$ cat config.mk
export PLATFORM = sky130hd
export DESIGN_NAME = rdyval2reqack_tph
export DESIGN_NICKNAME = d
export VERILOG_FILES = /design/src/rtl/rdyval2reqack_tph.sv
export SDC_FILE = /design/constraint.sdc
export NUM_CORES = 1
export LEC_CHECK = 0
export ABC_CLOCK_PERIOD_IN_PS = 3100
export CAP_MARGIN = 20
export CORE_AREA = 2 2 39 41
export CTS_BUF_LIST = sky130_fd_sc_hd__clkbuf_8
export DETAILED_ROUTE_END_ITERATION = 8
export DIE_AREA = 0 0 41 43
export GPL_ROUTABILITY_DRIVEN = 0
export GPL_TIMING_DRIVEN = 0
export PLACE_DENSITY_LB_ADDON = 0.08
export SKIP_CTS_REPAIR_TIMING = 1
export SLEW_MARGIN = 25
export SYNTH_ARGS = -nofsm -noshare
export SYNTH_HDL_FRONTEND = slang
export SYNTH_SLANG_ARGS = --single-unit
$ cat constraint.sdc
create_clock -name clk -period 3.1 [get_ports clk]
set_clock_uncertainty 0.2 [all_clocks]
set_input_delay 0.62 -clock clk [delete_from_list [all_inputs] [get_ports clk]]
set_output_delay 0.62 -clock clk [all_outputs]
set_load 0.05 [all_outputs]
$ cat src/rtl/rdyval2reqack_tph.sv
// rtl/rdyval2reqack_tph.sv - ready/valid to two-phase req/ack bridge
// One transfer per req toggle; an ack toggle back to req frees the bridge.
module rdyval2reqack_tph #(
   parameter int DWIDTH      = 1,
   parameter bit INCLUDE_CDC = 1'b0
) (
   input  logic              clk,
   input  logic              rst,
   input  logic              vld,
   output logic              rdy,
   input  logic [DWIDTH-1:0] i_dat,
   output logic              req,
   input  logic              ack,
   output logic [DWIDTH-1:0] o_dat,
   output logic              err
);

   typedef enum logic {ST_IDLE, ST_BUSY} state_t;

   state_t            r_state, w_state_nxt;
   logic              r_req, w_req_nxt;
   logic              r_rdy, w_rdy_nxt;
   logic              r_err, w_err_nxt;
   logic [DWIDTH-1:0] r_dat, w_dat_nxt;
   logic              w_ack_s;

   generate
      if (INCLUDE_CDC) begin : g_cdc
         logic [1:0] r_ack_sync;
         always_ff @(posedge clk or posedge rst) begin
            if (rst) r_ack_sync <= 2'b00;
            else     r_ack_sync <= {r_ack_sync[0], ack};
         end
         assign w_ack_s = r_ack_sync[1];
      end else begin : g_no_cdc
         assign w_ack_s = ack;
      end
   endgenerate

   always_ff @(posedge clk or posedge rst) begin
      if (rst) begin
         r_state <= ST_IDLE;
         r_req   <= 1'b0;
         r_rdy   <= 1'b0;
         r_err   <= 1'b0;
         r_dat   <= '0;
      end else begin
         r_state <= w_state_nxt;
         r_req   <= w_req_nxt;
         r_rdy   <= w_rdy_nxt;
         r_err   <= w_err_nxt;
         r_dat   <= w_dat_nxt;
      end
   end

   // An ack change while idle is a downstream violation: hold off until it matches req again.
   always_comb begin
      w_state_nxt = r_state;
      w_req_nxt   = r_req;
      w_rdy_nxt   = r_rdy;
      w_err_nxt   = r_err;
      w_dat_nxt   = r_dat;
      case (r_state)
         ST_IDLE: begin
            if (w_ack_s != r_req) begin
               w_err_nxt = 1'b1;
               w_rdy_nxt = 1'b0;
            end else if (r_rdy && vld) begin
               w_dat_nxt   = i_dat;
               w_req_nxt   = ~r_req;
               w_rdy_nxt   = 1'b0;
               w_state_nxt = ST_BUSY;
            end else begin
               w_rdy_nxt = 1'b1;
            end
         end
         ST_BUSY: begin
            if (w_ack_s == r_req) begin
               w_rdy_nxt   = 1'b1;
               w_state_nxt = ST_IDLE;
            end
         end
         default: w_state_nxt = ST_IDLE;
      endcase
   end

   assign rdy   = r_rdy;
   assign req   = r_req;
   assign o_dat = r_dat;
   assign err   = r_err;

endmodule

* After elaboration in Yosys (flattened, before gate mapping)
Cells that the tools add are included.
Word-level totals: output and inout port bits 4, bits of input ports 5, bits in registers 5
Operators by class: equality and inequality tests 3, reductions and logical operators 3, bitwise operators 3, mux-type cells 8
Operators by type and width (count):
- 2-to-1 mux 1 bit | 6
- one-hot mux 1 bit (2 select lines) | 2
- inverter 1 bit | 3
- AND reduction 3 bit | 1
- inequality test 2 x 1 -> 1 bit, second input constant | 1
- AND reduction 2 bit | 1
- == test 1 bit | 1
- logical AND 1 bit | 1
- inequality test 1 bit | 1

* Depth between registers and ports, before layout
depth in word-level cells 4, mapped depth 3, gate-level depth less buffers 3

* Worst setup path before layout
OpenSTA, ideal clock, no wires.
path type register to register, start register r_req, in the netlist req, end register r_dat, in the netlist o_dat, slack 1465 ps, setup time 125 ps, period minus slack after synthesis 1635 ps, required time 2775 ps, arrival time 1310 ps, stages on the path, launching flop included 4, path buffers 0, path through dfrtp_1 -> xor2_1 -> nor2_1 -> mux2_4
On the way: longest elaborated chain between the ends 3
Ends and longest elaborated chain:
- start: declaration | RTL line 21 | logic r_req, w_req_nxt;
- start signal: assignment | RTL line 49 | r_req <= w_req_nxt;
- inequality test 1 bit | RTL line 65 | if (w_ack_s != r_req) begin
- inverter 1 bit (no source line)
- AND reduction 3 bit (no source line)
- end signal: assignment | RTL line 52 | r_dat <= w_dat_nxt;
- end: declaration | RTL line 24 | logic [DWIDTH-1:0] r_dat, w_dat_nxt;
No other way between the ends. A chain may end at the register's enable or synchronous reset.

* Final worst setup path
start register r_req, in the netlist req, end output req
RTL lines:
- end: declaration | RTL line 12 | output logic req,
No word-level cell between the ends.

==> metrics <==
row count=14; Worst Hold Class=flip-flop to flip-flop; CTS tree=done; Max clock buf depth=2; commonest cells after routing, fill and taps aside=8 x clkdlybuf4s50_1, 5 x dfrtp_1, 3 x clkbuf_8; Setup crit end kind=output pin; Syn Nets=22; via/cell ratio=3.47; worst-path fanout max=4; DIE AREA=1760 µm²; Static Leak=0.163 nW; Die Height=43 µm; Initial DRT Pass Iterations=4; R2R cell count=3; Critical Path Start Type=flip-flop; total number of vias=156; clock root buffer=clkbuf_8; placed wire-length estimate=305 µm; synth unique cells=12; Post-layout nets=35; IO Pins=9; diode count=0; remaining global-route overflow=0; share of the synthesized area in the top cell type=59.5%; Final setup viols=0; Critical Path RT=2.28 ns; power share of the clock group=29.5%; most common cell after layout, fill and taps aside=clkdlybuf4s50_1; CP Class=flip-flop to output pin; WP data arrival=1.45 ns; Comb power frac=42.7%; cts bufs inserted=3; H-Tree Depth=1; Buf/Inv on CP=1; clk sinks=5; Cell Area, Placed=310 µm²; syn avg cell area=12.4 µm²; fill count=158; worst skew pair latency=0.22 ns; crit path cell chain=clkdlybuf4s50_1; RSZ-0062 raised after global routing=no; Gate Count Post-Synth=17; die width=41 µm; Non-Filler Instances=45; GRT Overall Usage=6.56%; number of cells on the critical path=1; VDD IR-drop max=0.492 mV; Final Instance Area=355 µm²; ANT nets after route=0; Area contributors post-synth=dfrtp_1 60%, mux2_4 7.1%, a21o_2 4.2%; Final Hold Viols=0; Final period util=73.2%; setup TNS=0 ns; global-route wire length before repair=696 µm; routed len/inst=9.27 µm; Synth Register Bits=5; Seq/Total Area, Yosys=59.5%; internal cell power=0.000243 W; Critical Path Slowest Stage Cell=clkdlybuf4s50_1; Tmin final=2.27 ns; initial antenna violation count=0; setup ws final=0.831 ns; vias in the first global route=171; Clock transition at path regs=0.04 ns; Placeable Area=1380 µm²; max frequency=441 MHz; NetSw=0.000153 W; dpl cells=41; slowest stage delay, CP=0.83 ns; crit-path leading delay family=buffers and inverters; DR iter-0 viols=4; Least-Margin Pin Slew=0.491 ns; Layout area overhead=69.0%; pin count of the biggest net entering global routing=6; sequential power share=27.8%; port buffer count=8; hold depth=1; pre-CTS setup slack=0.999 ns; Cell Pwr Density=1110 nW/µm²; share of layout cells above drive strength 1=17.2%; Netlist Area Pre-Place=210 µm²; Rel. slew slack=67.1%; DRC Markers=0; Final Slew Violations=0; Yosys warning count=0; Initial Utilization=15.2%; Max Cap Viol=0; Post-Route WL=417 µm; Sw Share=38.7%; status=finished clean; final hold slack=0.271 ns; cell taking the most area after synthesis=dfrtp_1
## cells by family after synthesis
| family | count (synthesis) | synth area share (%) |
|---|---|---|
| DFF | 5 | 59.5 |
| AOI/OAI and AO/OA | 4 | 14.3 |
| and+or+nand+nor | 4 | 8.93 |
| xor gates and xnor gates | 2 | 8.33 |
| muxes | 1 | 7.14 |
| buffers and inverters | 1 | 1.78 |
## Yosys cell counts
cell	number
xor2_1	1
inv_1	1
a21o_2	1
nand2_1	2
mux2_4	1
a22o_1	1
nor2_1	1
xnor2_1	1
o21ai_0	1
dfrtp_1	5
nand3b_1	1
o21bai_1	1
## power groups by stage
stage / registers, W / clock network (W) / logic, W
after floorplan: 0.000177 / 0 / 0.0000489
after global placement: 0.000111 / 0 / 0.000171
after detailed placement: 0.000111 / 0 / 0.000169
after CTS: 0.000111 / 0.000122 / 0.000172
after global routing: 0.000114 / 0.000125 / 0.000180
final: 0.000110 / 0.000117 / 0.000169
## final cells by class
| class | count | area [µm²] | share of cell area, % |
|---|---|---|---|
| inverters | 1 | 3.75 | 1.06 |
| clock buffers | 3 | 41.3 | 11.6 |
| multi-input cells | 11 | 81.3 | 22.9 |
| well taps | 16 | 20.0 | 5.63 |
| repair buffers | 8 | 80.1 | 22.5 |
| flip-flops and latches | 5 | 125 | 35.2 |
| clock inverters | 1 | 3.75 | 1.06 |
## flip-flops by register name, summed over array words and instances (netlist names)
signal / cells
req: 1
o_dat: 1
rdy: 1
err: 1
r_state: 1
## layer usage
| layer | track usage, % | part of all wire [%] |
|---|---|---|
| met5 | 0 | 0 |
| met4 | 6.00 | 0 |
| met3 | 4.71 | 7.0 |
| met2 | 7.81 | 47 |
| met1 | 7.19 | 46 |
## per-stage QoR
stage                     power [W]  util [%]
after floorplan            0.000226         -
after global routing       0.000420      25.7
after global placement     0.000281      22.4
after detailed placement   0.000280      22.4
final                      0.000396      25.7
after CTS                  0.000404      25.7
## worst paths after layout
check	startpoint	endpoint	slack, ns
max	req$_DFFE_PP0P_	req	0.83
min	err$_DFFE_PP0P_	err$_DFFE_PP0P_	0.27
max reg2reg	req$_DFFE_PP0P_	o_dat$_DFFE_PP0P_	1.65
min reg2reg	err$_DFFE_PP0P_	err$_DFFE_PP0P_	0.27
max in group asynchronous	rst	rdy$_DFFE_PP0P_	2.14
min in group asynchronous	rst	r_state$_DFF_PP0_	0.40
No activity file was read; power rests on OpenSTA's default activity.
